`config.mk`:
```
export PLATFORM = sky130hd
export DESIGN_NAME = seq_multiplier
export DESIGN_NICKNAME = d
export VERILOG_FILES = /design/src/rtl/mult_pkg.sv /design/src/rtl/cla_nbit.sv /design/src/rtl/seq_multiplier.sv
export SDC_FILE = /design/constraint.sdc
export NUM_CORES = 1
export LEC_CHECK = 0
export ABC_CLOCK_PERIOD_IN_PS = 2400
export CORE_UTILIZATION = 50
export DETAILED_ROUTE_END_ITERATION = 16
export GPL_ROUTABILITY_DRIVEN = 0
export MAX_ROUTING_LAYER = met4
export PLACE_DENSITY_LB_ADDON = 0.2
export SLEW_MARGIN = 0
export SYNTH_ARGS = -nofsm -noshare
export SYNTH_HDL_FRONTEND = slang
export SYNTH_HIERARCHICAL = 1
export SYNTH_SLANG_ARGS = --single-unit
```
`constraint.sdc`:
```
create_clock -name clk -period 2.4 [get_ports clk]
set_clock_uncertainty 0.1 [all_clocks]
set_input_delay 0.36 -clock clk [delete_from_list [all_inputs] [get_ports clk]]
set_output_delay 0.36 -clock clk [all_outputs]
set_load 0.05 [all_outputs]
```
`src/rtl/mult_pkg.sv`:
```
`default_nettype none
// ============================================================================
//  Module      : mult_pkg
//  Description : Shared types and constants for the iterative multiplier:
//                FSM state encoding and the iteration-counter width helper.
//  Revision    : 1.0 - initial release
// ============================================================================
package mult_pkg;

   // Multiplier sequencing states, explicit 2-bit encoding
   typedef enum logic [1:0] {
      ST_IDLE = 2'd0,
      ST_CALC = 2'd1,
      ST_DONE = 2'd2
   } state_t;

   // Counter must hold the value WIDTH itself (the terminal count)
   function automatic int cnt_w(input int width);
      return $clog2(width + 1);
   endfunction

endpackage
`default_nettype wire

```
`src/rtl/cla_nbit.sv`:
```
`default_nettype none
// ============================================================================
//  Module      : cla_nbit
//  Description : Parametrised carry-lookahead adder. Every carry is built
//                directly from the generate/propagate terms of the bits below
//                it, the N-bit generalisation of the 8-bit CLA.
//  Revision    : 1.0 - initial release
// ============================================================================
module cla_nbit #(
   parameter int N = 8
) (
   input  logic [N-1:0] a,
   input  logic [N-1:0] b,
   input  logic         cin,
   output logic [N-1:0] sum,
   output logic         cout
);

   logic [N-1:0] w_p;
   logic [N-1:0] w_g;
   logic [N:0]   w_c;

   assign w_p = a ^ b;
   assign w_g = a & b;
   assign w_c[0] = cin;

   // Each carry c[i+1] = g[i] | p[i]g[i-1] | ... | p[i..0]cin, flattened
   for (genvar i = 0; i < N; i++) begin : g_carry
      always_comb begin
         logic term;
         logic acc;
         acc  = 1'b0;
         for (int j = 0; j <= i; j++) begin
            term = w_g[j];
            for (int k = j + 1; k <= i; k++) begin
               term = term & w_p[k];
            end
            acc = acc | term;
         end
         term = cin;
         for (int k = 0; k <= i; k++) begin
            term = term & w_p[k];
         end
         w_c[i+1] = acc | term;
      end
   end

   assign sum  = w_p ^ w_c[N-1:0];
   assign cout = w_c[N];

endmodule
`default_nettype wire

```
`src/rtl/seq_multiplier.sv`:
```
`default_nettype none
// ============================================================================
//  Module      : seq_multiplier
//  Description : Iterative shift-and-add WIDTH x WIDTH -> 2*WIDTH multiplier
//                with valid/ready handshakes on both sides. One partial
//                product is accumulated per CALC cycle through a CLA.
//                Optional feature macro: MULT_SIGNED_EN (adds in_signed port
//                for two's-complement operands via sign/magnitude).
//  Revision    : 1.0 - initial release
// ============================================================================
module seq_multiplier
   import mult_pkg::*;
#(
   parameter int WIDTH = 4
) (
   input  logic               clk,
   input  logic               rst,
   input  logic               in_valid,
   output logic               in_ready,
   input  logic [WIDTH-1:0]   A,
   input  logic [WIDTH-1:0]   B,
`ifdef MULT_SIGNED_EN
   input  logic               in_signed,
`endif
   output logic               out_valid,
   input  logic               out_ready,
   output logic [2*WIDTH-1:0] Y,
   output logic               busy
);

   localparam int CNT_W = cnt_w(WIDTH);
   localparam int PW    = 2 * WIDTH;

   state_t           state_q,     state_d;
   logic [PW-1:0]    mcand_q,     mcand_d;
   logic [WIDTH-1:0] mplier_q,    mplier_d;
   logic [PW-1:0]    acc_q,       acc_d;
   logic [CNT_W-1:0] cnt_q,       cnt_d;
   logic [PW-1:0]    y_q,         y_d;
   logic             in_ready_q,  in_ready_d;
   logic             out_valid_q, out_valid_d;
   logic             busy_q,      busy_d;
   logic             sign_q,      sign_d;

   logic [PW-1:0]    w_add_sum;
   logic             w_add_cout_unused;   // carry-out of the accumulate is dropped
   logic [WIDTH-1:0] w_a_op;
   logic [WIDTH-1:0] w_b_op;
   logic             w_sign_op;

   // Operand conditioning: magnitudes and result sign for signed mode
`ifdef MULT_SIGNED_EN
   always_comb begin
      w_a_op    = A;
      w_b_op    = B;
      w_sign_op = 1'b0;
      if (in_signed) begin
         // -2^(W-1) negates to itself, which reads correctly as unsigned 2^(W-1)
         if (A[WIDTH-1]) w_a_op = (~A) + {{(WIDTH-1){1'b0}}, 1'b1};
         if (B[WIDTH-1]) w_b_op = (~B) + {{(WIDTH-1){1'b0}}, 1'b1};
         w_sign_op = A[WIDTH-1] ^ B[WIDTH-1];
      end
   end
`else
   always_comb begin
      w_a_op    = A;
      w_b_op    = B;
      w_sign_op = 1'b0;
   end
`endif

   // Accumulate adder: acc + shifted multiplicand
   cla_nbit #(
      .N(PW)
   ) u_cla (
      .a   (acc_q),
      .b   (mcand_q),
      .cin (1'b0),
      .sum (w_add_sum),
      .cout(w_add_cout_unused)
   );

   // Next-state and datapath update for the IDLE/CALC/DONE sequence
   always_comb begin
      state_d     = state_q;
      mcand_d     = mcand_q;
      mplier_d    = mplier_q;
      acc_d       = acc_q;
      cnt_d       = cnt_q;
      y_d         = y_q;
      in_ready_d  = in_ready_q;
      out_valid_d = out_valid_q;
      busy_d      = busy_q;
      sign_d      = sign_q;
      case (state_q)
         ST_IDLE: begin
            if (in_valid) begin
               state_d    = ST_CALC;
               mcand_d    = {{WIDTH{1'b0}}, w_a_op};
               mplier_d   = w_b_op;
               acc_d      = '0;
               cnt_d      = '0;
               sign_d     = w_sign_op;
               in_ready_d = 1'b0;
               busy_d     = 1'b1;
            end
         end
         ST_CALC: begin
            if (cnt_q == CNT_W'(WIDTH)) begin
               // All partial products summed; apply sign on the way out
               state_d     = ST_DONE;
               busy_d      = 1'b0;
               out_valid_d = 1'b1;
               y_d         = sign_q ? ((~acc_q) + {{(PW-1){1'b0}}, 1'b1}) : acc_q;
            end else begin
               if (mplier_q[0]) acc_d = w_add_sum;
               mcand_d  = mcand_q << 1;
               mplier_d = mplier_q >> 1;
               cnt_d    = cnt_q + CNT_W'(1);
            end
         end
         ST_DONE: begin
            if (out_ready) begin
               state_d     = ST_IDLE;
               out_valid_d = 1'b0;
               in_ready_d  = 1'b1;
            end
         end
         default: begin
            state_d     = ST_IDLE;
            in_ready_d  = 1'b1;
            out_valid_d = 1'b0;
            busy_d      = 1'b0;
         end
      endcase
   end

   // State and output registers; reset overrides any in-flight product
   always_ff @(posedge clk) begin
      if (rst) begin
         state_q     <= ST_IDLE;
         mcand_q     <= '0;
         mplier_q    <= '0;
         acc_q       <= '0;
         cnt_q       <= '0;
         y_q         <= '0;
         in_ready_q  <= 1'b1;
         out_valid_q <= 1'b0;
         busy_q      <= 1'b0;
         sign_q      <= 1'b0;
      end else begin
         state_q     <= state_d;
         mcand_q     <= mcand_d;
         mplier_q    <= mplier_d;
         acc_q       <= acc_d;
         cnt_q       <= cnt_d;
         y_q         <= y_d;
         in_ready_q  <= in_ready_d;
         out_valid_q <= out_valid_d;
         busy_q      <= busy_d;
         sign_q      <= sign_d;
      end
   end

   assign in_ready  = in_ready_q;
   assign out_valid = out_valid_q;
   assign busy      = busy_q;
   assign Y         = y_q;

endmodule
`default_nettype wire

```
[After elaboration in Yosys (flattened, before gate mapping)]
Cells that the tools add are included.
Storage, ports and cells
  register bits after elaboration: 36
  output and inout bits: 11
  word-level logic and storage cells: 101
  bits of input ports: 12
Operators by class
  add/sub/neg operators: 1
  multiplexer cells: 26
  reduce and logical (&&, ||, !) cells: 9
  eq/ne operators: 8
  bitwise gates (word level): 48
Operator list (number)
  $mux W8: 5
  $pmux W8 S2: 2
  $and A1 B1 Y1: 21
  $or A1 B1 Y1: 21
  $xor A8 B8 Y8: 2
  $reduce_and A3 Y1: 5
  $ne A2 B2 Y1 const B: 5
  $pmux W1 S3: 3
  $mux W4: 2
  $pmux W4 S2: 1
  $and A7 B7 Y7: 1
  $mux W1: 6
  $mux W2: 3
  $mux W3: 2
  $pmux W2 S3: 1
  $pmux W3 S2: 1
  $reduce_and A4 Y1: 1
  $add A3 B1 Y3 const B: 1
  $eq A3 B3 Y1 const B: 1
  $not A1 Y1: 3
  $eq A2 B1 Y1 const B: 1
  $eq A2 B2 Y1 const B: 1
  $logic_not A2 Y1: 1
  $reduce_and A2 Y1: 1
  $reduce_bool A2 Y1: 1

[Depth between registers and ports, before layout]
Gate-level depths: netlist of the first run.
  depth in word-level cells: 17
  mapped depth: 7
  gate-level depth less buffers: 7

[Cells and area by module]
Netlist of the first run, hierarchy kept.
Modules (own cells, without submodules)
  seq_multiplier: area each 1431.4 µm², cells each 162, sequential area each 720.7 µm², times used 1
  cla_nbit: area each 332.8 µm², cells each 42, sequential area each 0.0 µm², times used 1

[Worst setup path before layout of the first run]
OpenSTA, ideal clock, no wires.
  kind: register to register
  start point: register acc_q[2]
  end point: register acc_q[5]
  slack: 0.656 ns
  arrival time: 1.528 ns
  cell stages (with the launch flop): 7
  cell sequence: dfxtp_1 > ha_1 > a21oi_2 > a21boi_1 > o21a_1 > o31a_1 > a22o_1
On the way
  word-level cells in the longest chain between the ends: 12
  elaborated cells between the ends (all ways): 18
  classes of those cells: mux (3); bitwise (15)
RTL lines
  start: declaration: RTL line seq_multiplier.sv:37  | logic [PW-1:0] acc_q, acc_d;
  start signal: assignment: RTL line seq_multiplier.sv:144  | acc_q <= '0;
  start signal: assignment: RTL line seq_multiplier.sv:155  | acc_q <= acc_d;
  $xor A8 B8 Y8: RTL line cla_nbit.sv:23  | assign w_p = a ^ b;
  $and A1 B1 Y1 (on tied branches) (3 in a row)
  $or A1 B1 Y1: RTL line cla_nbit.sv:38  | acc = acc | term;
  $or A1 B1 Y1 (*) (3 in a row): RTL line cla_nbit.sv:38
  $xor A8 B8 Y8 (*): RTL line cla_nbit.sv:48  | assign sum = w_p ^ w_c[N-1:0];
  via w_add_sum[5]: RTL line seq_multiplier.sv:45  | logic [PW-1:0] w_add_sum;
  $mux W8 (*): RTL line seq_multiplier.sv:116  | if (mplier_q[0]) acc_d = w_add_sum;
  $mux W8 (*): RTL line seq_multiplier.sv:109  | if (cnt_q == CNT_W'(WIDTH)) begin
  $pmux W8 S2 (*): RTL line seq_multiplier.sv:95  | case (state_q)
Mark *: on every way through the listed nets, which the timed path passes. The rest lies on a longest branch. The select of a mux whose other input is x is not followed.
A chain may end at the register's enable or synchronous reset.

[Worst setup path in the final report of the first run]
  start point: register busy_q, in the netlist busy
  end point: output busy
RTL lines
  start: declaration: RTL line seq_multiplier.sv:42  | logic busy_q, busy_d;
  start signal: assignment: RTL line seq_multiplier.sv:160  | busy_q <= busy_d;
  end: declaration: RTL line seq_multiplier.sv:28  | output logic busy
No word-level cell between the ends.

==> flow_metrics.env, run 1 <==
export IMPL_stdcell_count=272
export IMPL_max_cap_viol_count=0
export IMPL_cts_made_buffers=5
export IMPL_period_share_pct=82.4
export IMPL_critPathKind="reg2out"
export IMPL_drt_iter0_drc=52
export IMPL_dieWidth_um=61.3
export IMPL_finalPower_mw=1.19
export IMPL_p_leak_nw=0.802
export IMPL_crit_buf_inv=1
export IMPL_multi_input_area_sq_um=952
export IMPL_cts_tree="done"
export IMPL_wl_um=3500
export IMPL_power_density_nw_per_um2=576
export IMPL_drc_errors=0
export IMPL_grt_pass1_vias=1346
export IMPL_drtAntennaViolNets=0
export IMPL_crit_family="buffers and inverters"
export IMPL_core_area_sq_um=3360
export IMPL_ctsRootBufferMaster="clkbuf_4"
export IMPL_drive_gt1_share_pct=8.85
export IMPL_crit_slowest_cell="clkdlybuf4s50_1"
export IMPL_status="finished clean"
export IMPL_dpl_hpwl_um=2540
export IMPL_drv_slew=0
export IMPL_clk_pin_slew_worst_paths_ns=0.11
export IMPL_crit_path_end_kind="output pin"
export IMPL_design_die_area_sq_um=3750
export IMPL_grt_pass1_wl_um=5750
export IMPL_cts_htree_levels=2
export IMPL_num_rows=21
export IMPL_start_util_pct=52.2
export IMPL_cp_cell_sequence="clkdlybuf4s50_1"
export IMPL_vias_per_cell=5.41
export IMPL_startpoint_type="register"
export IMPL_num_antenna_cells=0
export IMPL_cts_sinks=36
export IMPL_first_pass_iters=4
export IMPL_synth_avg_cell_area_sq_um=8.65
export IMPL_worstPathRequired_ns=1.94
export IMPL_finalHoldViolCount=0
export IMPL_wire_per_inst_um=12.9
export IMPL_grt_overflow=0
export IMPL_worst_slew_pin_transition_ns=0.616
export IMPL_relSlewSlack_pct=58.8
export IMPL_via_count=1471
export IMPL_rsz0062_at_grt="false"
export IMPL_final_nets=249
export IMPL_fmax_mhz=506
export IMPL_setup_viol=0
export IMPL_crit_fanout=3
export IMPL_cts_setup_buffers=0
export IMPL_clock_path_buffers=2
export IMPL_grt_total_usage_pct=22.1
export IMPL_ir_worst_vdd_v=0.000406
export IMPL_fin_setup_tns_ns=0
export IMPL_io_pins=23
export IMPL_hp_class="reg2reg"
export IMPL_antenna_found_initial=0
export IMPL_io_buffers=22
export IMPL_synth_cells=203
export IMPL_fin_crit_ns=1.98
export IMPL_fillers=321
export IMPL_yosys_warnings=6
export IMPL_grt_max_degree=18
export IMPL_area_growth_pct=17.5
export IMPL_cts_resized=0
export IMPL_cpPeakStageDelay_ns=0.81
export IMPL_dp_cells=264
export IMPL_cts_hold_fix_buffers=0
export IMPL_synth_cell_area_sq_um=1760
export IMPL_die_h_um=61.3
export IMPL_crit_arrival_ns=1.52
export IMPL_clock_latency_ns=0.33
export IMPL_seqCellArea_sq_um=721
final cells by class:
cell class / instances / area share, %
multi-input cells: 152 / 46.1
flip-flops and latches: 36 / 34.9
repair buffers: 24 / 11.4
well taps: 46 / 2.79
clock buffers: 6 / 2.00
clock inverters: 2 / 1.70
inverters: 6 / 1.09
layer usage:
layer	track usage, %	vias up	share of wire (%)	routed length (um)
met5	-	-	0	0
met3	5.25	2	3.8	134
li1	-	750	-	-
met2	37.1	36	50	1760
met4	9.09	0	0.66	23
met1	25.1	683	45	1590
cell usage in the layout, fill, tap and decap left out, drive strengths merged:
master / count
a21boi: 2
a21oi: 20
a22o: 8
a22oi: 2
a2bb2oi: 1
a311oi: 6
a31oi: 1
and2b: 2
and3: 2
buf: 2
bufinv: 1
clkbuf: 6
clkdlybuf4s50: 22
clkinv: 1
conb: 2
dfxtp: 36
fa: 1
ha: 11
inv: 6
nand2: 39
nand2b: 2
nand3: 8
nand3b: 1
nor2: 22
nor2b: 2
nor3: 4
nor4: 1
o211ai: 1
o21a: 2
o21ai: 3
o21ba: 1
o21bai: 1
o22ai: 1
o31a: 1
o31ai: 1
or3: 1
or3b: 1
xnor2: 2
flip-flops by register name, summed over array words and instances (netlist names):
name and count:
cnt_q 3, in_ready 1, out_valid 1, state_q 2, busy 1, acc_q 8
mplier_q 4, mcand_q 8, Y 8
final timing paths:
| path | to | cells after the start | startpoint | slack [ns] |
|---|---|---|---|---|
| min | out_valid$_SDFFE_PP0P_ | 2 | out_valid$_SDFFE_PP0P_ | 0.36 |
| max reg2reg | mcand_q[1]$_SDFFE_PP0P_ | 6 | cnt_q[0]$_SDFFE_PP0P_ | 0.47 |
| min reg2reg | out_valid$_SDFFE_PP0P_ | 2 | out_valid$_SDFFE_PP0P_ | 0.36 |
| max | busy | 1 | busy$_SDFFE_PP0P_ | 0.42 |
stage by stage:
| stage | setup slack (ns) | hold WS, ns | utilization [%] | instance area (sq um) |
|---|---|---|---|---|
| 5_1_grt | 0.345 | 0.386 | 61.4 | 2060 |
| 6_report | 0.422 | 0.359 | 61.4 | 2060 |
| 2_1_floorplan | 0.656 | 0.336 | - | 1760 |
| 3_3_place_gp | 0.461 | 0.343 | 59.1 | 1990 |
| 3_5_place_dp | 0.344 | 0.347 | 59.1 | 1990 |
| 4_1_cts | 0.398 | 0.363 | 61.4 | 2060 |
report_power, final:
part | switching, mW | internal [mW]
logic | 0.0777 | 0.0590
registers | 0.0171 | 0.616
clock network | 0.201 | 0.218
Power figures use the tool's default switching activity.
==> run 2, diff against run 1 <==
--- a/config.mk
+++ b/config.mk
@@ -5,8 +5,8 @@
 export SDC_FILE = /design/constraint.sdc
 export NUM_CORES = 1
 export LEC_CHECK = 0
-export ABC_CLOCK_PERIOD_IN_PS = 2400
-export CORE_UTILIZATION = 50
+export ABC_CLOCK_PERIOD_IN_PS = 1800
+export CORE_UTILIZATION = 49
 export DETAILED_ROUTE_END_ITERATION = 16
 export GPL_ROUTABILITY_DRIVEN = 0
 export MAX_ROUTING_LAYER = met4
==> constraint.sdc (replaced) <==
create_clock -name clk -period 1.8 [get_ports clk]
set_clock_uncertainty 0.1 [all_clocks]
set_input_delay 0.27 -clock clk [delete_from_list [all_inputs] [get_ports clk]]
set_output_delay 0.27 -clock clk [all_outputs]
set_load 0.05 [all_outputs]
==> run 2 against run 1 <==
First-iteration DRC count grew 69%. Combinational power grew 56%. Count of clock-buffer cells in the layout increased by 1. Non-clock buffer count is 9 higher. Critical path depth rose by 5. Register-to-register slack got worse by 0.41 ns. Global-route usage is 0.54 points higher. Power rose by 30%. Flip-flop and latch count is the same. Die area increased by 2.0%. Largest cell class unchanged.
==> flow_metrics.env, run 2 (synthesis gave the netlist of run 1 again) <==
export IMPL_status="finished clean"
export IMPL_setup_viol=0
export IMPL_cts_tree="done"
export IMPL_power_density_nw_per_um2=720
export IMPL_crit_arrival_ns=1.88
export IMPL_design_die_area_sq_um=3830
export IMPL_clock_path_buffers=2
export IMPL_crit_path_end_kind="register"
export IMPL_rsz0062_at_grt="true"
export IMPL_grt_max_degree=18
export IMPL_core_area_sq_um=3390
export IMPL_num_rows=21
export IMPL_clock_latency_ns=0.35
export IMPL_io_pins=23
export IMPL_p_leak_nw=0.866
export IMPL_cts_sinks=36
export IMPL_cts_made_buffers=5
export IMPL_reg2reg_slack_ns=0.06
export IMPL_startpoint_type="register"
export IMPL_grt_pass1_wl_um=6020
export IMPL_most_common_layout_cells="38 x nand2_1, 33 x dfxtp_1, 21 x nor2_1, 21 x buf_4, 18 x a21oi_1"
export IMPL_drc_errors=0
export IMPL_num_antenna_cells=0
export IMPL_ir_worst_vdd_v=0.000469
export IMPL_cts_htree_levels=2
export IMPL_min_from="out_valid$_SDFFE_PP0P_"
export IMPL_crit_fanout=10
export IMPL_finalPower_mw=1.55
export IMPL_r2r_start="cnt_q[1]$_SDFFE_PP0P_"
export IMPL_antenna_found_initial=0
export IMPL_start_util_pct=51.8
export IMPL_period_share_pct=96.7
export IMPL_max_cap_viol_count=0
export IMPL_dieWidth_um=61.9
export IMPL_drv_slew=0
export IMPL_finalHoldViolCount=0
export IMPL_area_growth_pct=22.3
export IMPL_drt_iter0_drc=88
export IMPL_whs_endpoint="out_valid$_SDFFE_PP0P_"
export IMPL_grt_pass1_vias=1402
export IMPL_drtAntennaViolNets=0
export IMPL_fillers=314
export IMPL_reg2regPathDepth=6
export IMPL_reg2reg_to="mcand_q[0]$_SDFFE_PP0P_"
export IMPL_grt_total_usage_pct=22.6
export IMPL_cts_hold_fix_buffers=0
export IMPL_final_area_sq_um=2150
export IMPL_via_count=1541
export IMPL_wl_um=3700
export IMPL_final_nets=258
export IMPL_fin_crit_ns=1.74
export IMPL_fmax_mhz=575
export IMPL_layout_commonest_cell="nand2_1"
export IMPL_clk_pin_slew_worst_paths_ns=0.10
export IMPL_wire_per_inst_um=13.2
export IMPL_dp_cells=272
export IMPL_stdcell_count=280
export IMPL_grt_overflow=0
export IMPL_hp_class="reg2reg"
export IMPL_drive_gt1_share_pct=20.5
export IMPL_io_buffers=22
export IMPL_placed_area_sq_um=2030
export IMPL_critPathKind="reg2reg"
export IMPL_ctsRootBufferMaster="clkbuf_4"
export IMPL_vias_per_cell=5.50
export IMPL_die_h_um=61.9
export IMPL_worstPathRequired_ns=1.94
export IMPL_whs_path_depth=2
export IMPL_first_pass_iters=4
export IMPL_dpl_hpwl_um=2800
run 2: changes by cell type in the layout (fill, tap and decap cells not counted), moves of 2 or more:
| cell | change |
|---|---|
| ha_1 | -2 |
| buf_4 | +19 |
| clkdlybuf4s50_1 | -11 |
| ha_4 | +2 |
| clkbuf_8 | +2 |
| dfxtp_1 | -3 |
| dfxtp_2 | +3 |
run 2: worst max path at each step:
stage,cells after the start,to,from
5_1_grt,6,acc_q[5]$_SDFFE_PP0P_,acc_q[0]$_SDFFE_PP0P_
2_1_floorplan,6,acc_q[5]$_SDFFE_PP0P_,acc_q[2]$_SDFFE_PP0P_
4_1_cts,6,acc_q[5]$_SDFFE_PP0P_,mcand_q[1]$_SDFFE_PP0P_
3_5_place_dp,5,mcand_q[0]$_SDFFE_PP0P_,in_valid
6_report,6,mcand_q[0]$_SDFFE_PP0P_,cnt_q[1]$_SDFFE_PP0P_
3_3_place_gp,5,mplier_q[3]$_SDFFE_PP0P_,in_valid
run 2: report_power, final:
part | internal (mW) | total (mW) | leakage (nW) | switching [mW]
Clock | 0.221 | 0.488 | 0.0374 | 0.266
Combinational | 0.100 | 0.214 | 0.535 | 0.114
Sequential | 0.822 | 0.846 | 0.294 | 0.0234
run 2: worst max-delay path, cell delays in order, from the launching register on:
cell and delay (ns):
dfxtp_1 0.37, inv_1 0.06, ha_1 0.23, and3_4 0.21, or3_4 0.39, a22oi_1 0.22
nor2_1 0.06
run 2: metal layers:
| metal | vias up | track usage (%) | part of all wire, % |
|---|---|---|---|
| met2 | 34 | 37.3 | 50 |
| met3 | 6 | 6.21 | 3.7 |
| met4 | 0 | 8.89 | 1.4 |
| met5 | - | - | 0 |
| met1 | 736 | 26.0 | 45 |
| li1 | 765 | - | - |
run 2: layout make-up:
| class | instances | area [sq um] | area share (%) |
|---|---|---|---|
| Inverter | 6 | 22.5 | 1.05 |
| Timing Repair Buffer | 33 | 288 | 13.4 |
| Tap cell | 46 | 57.6 | 2.68 |
| Sequential cell | 36 | 724 | 33.7 |
| Clock buffer | 7 | 65.1 | 3.03 |
| Multi-Input combinational cell | 152 | 991 | 46.1 |
run 2: through the flow:
step	hold WS, ns	worst slack, ns	TNS (ns)	util, %
3_5_place_dp	0.349	-0.0761	-0.251	60.0
3_3_place_gp	0.344	-0.0110	-0.0199	60.0
5_1_grt	0.392	-0.0292	-0.0299	63.4
6_report	0.359	0.0602	0	63.4
2_1_floorplan	0.318	0.0557	0	-
4_1_cts	0.364	0.0324	0	62.6
run 2: timing repair:
action,CTS,global route
pin swaps,1,1
endpoints found under the hold margin,0,0
gates resized for setup,2,6
buffers inserted,1,0
setup endpoints to repair,3,9
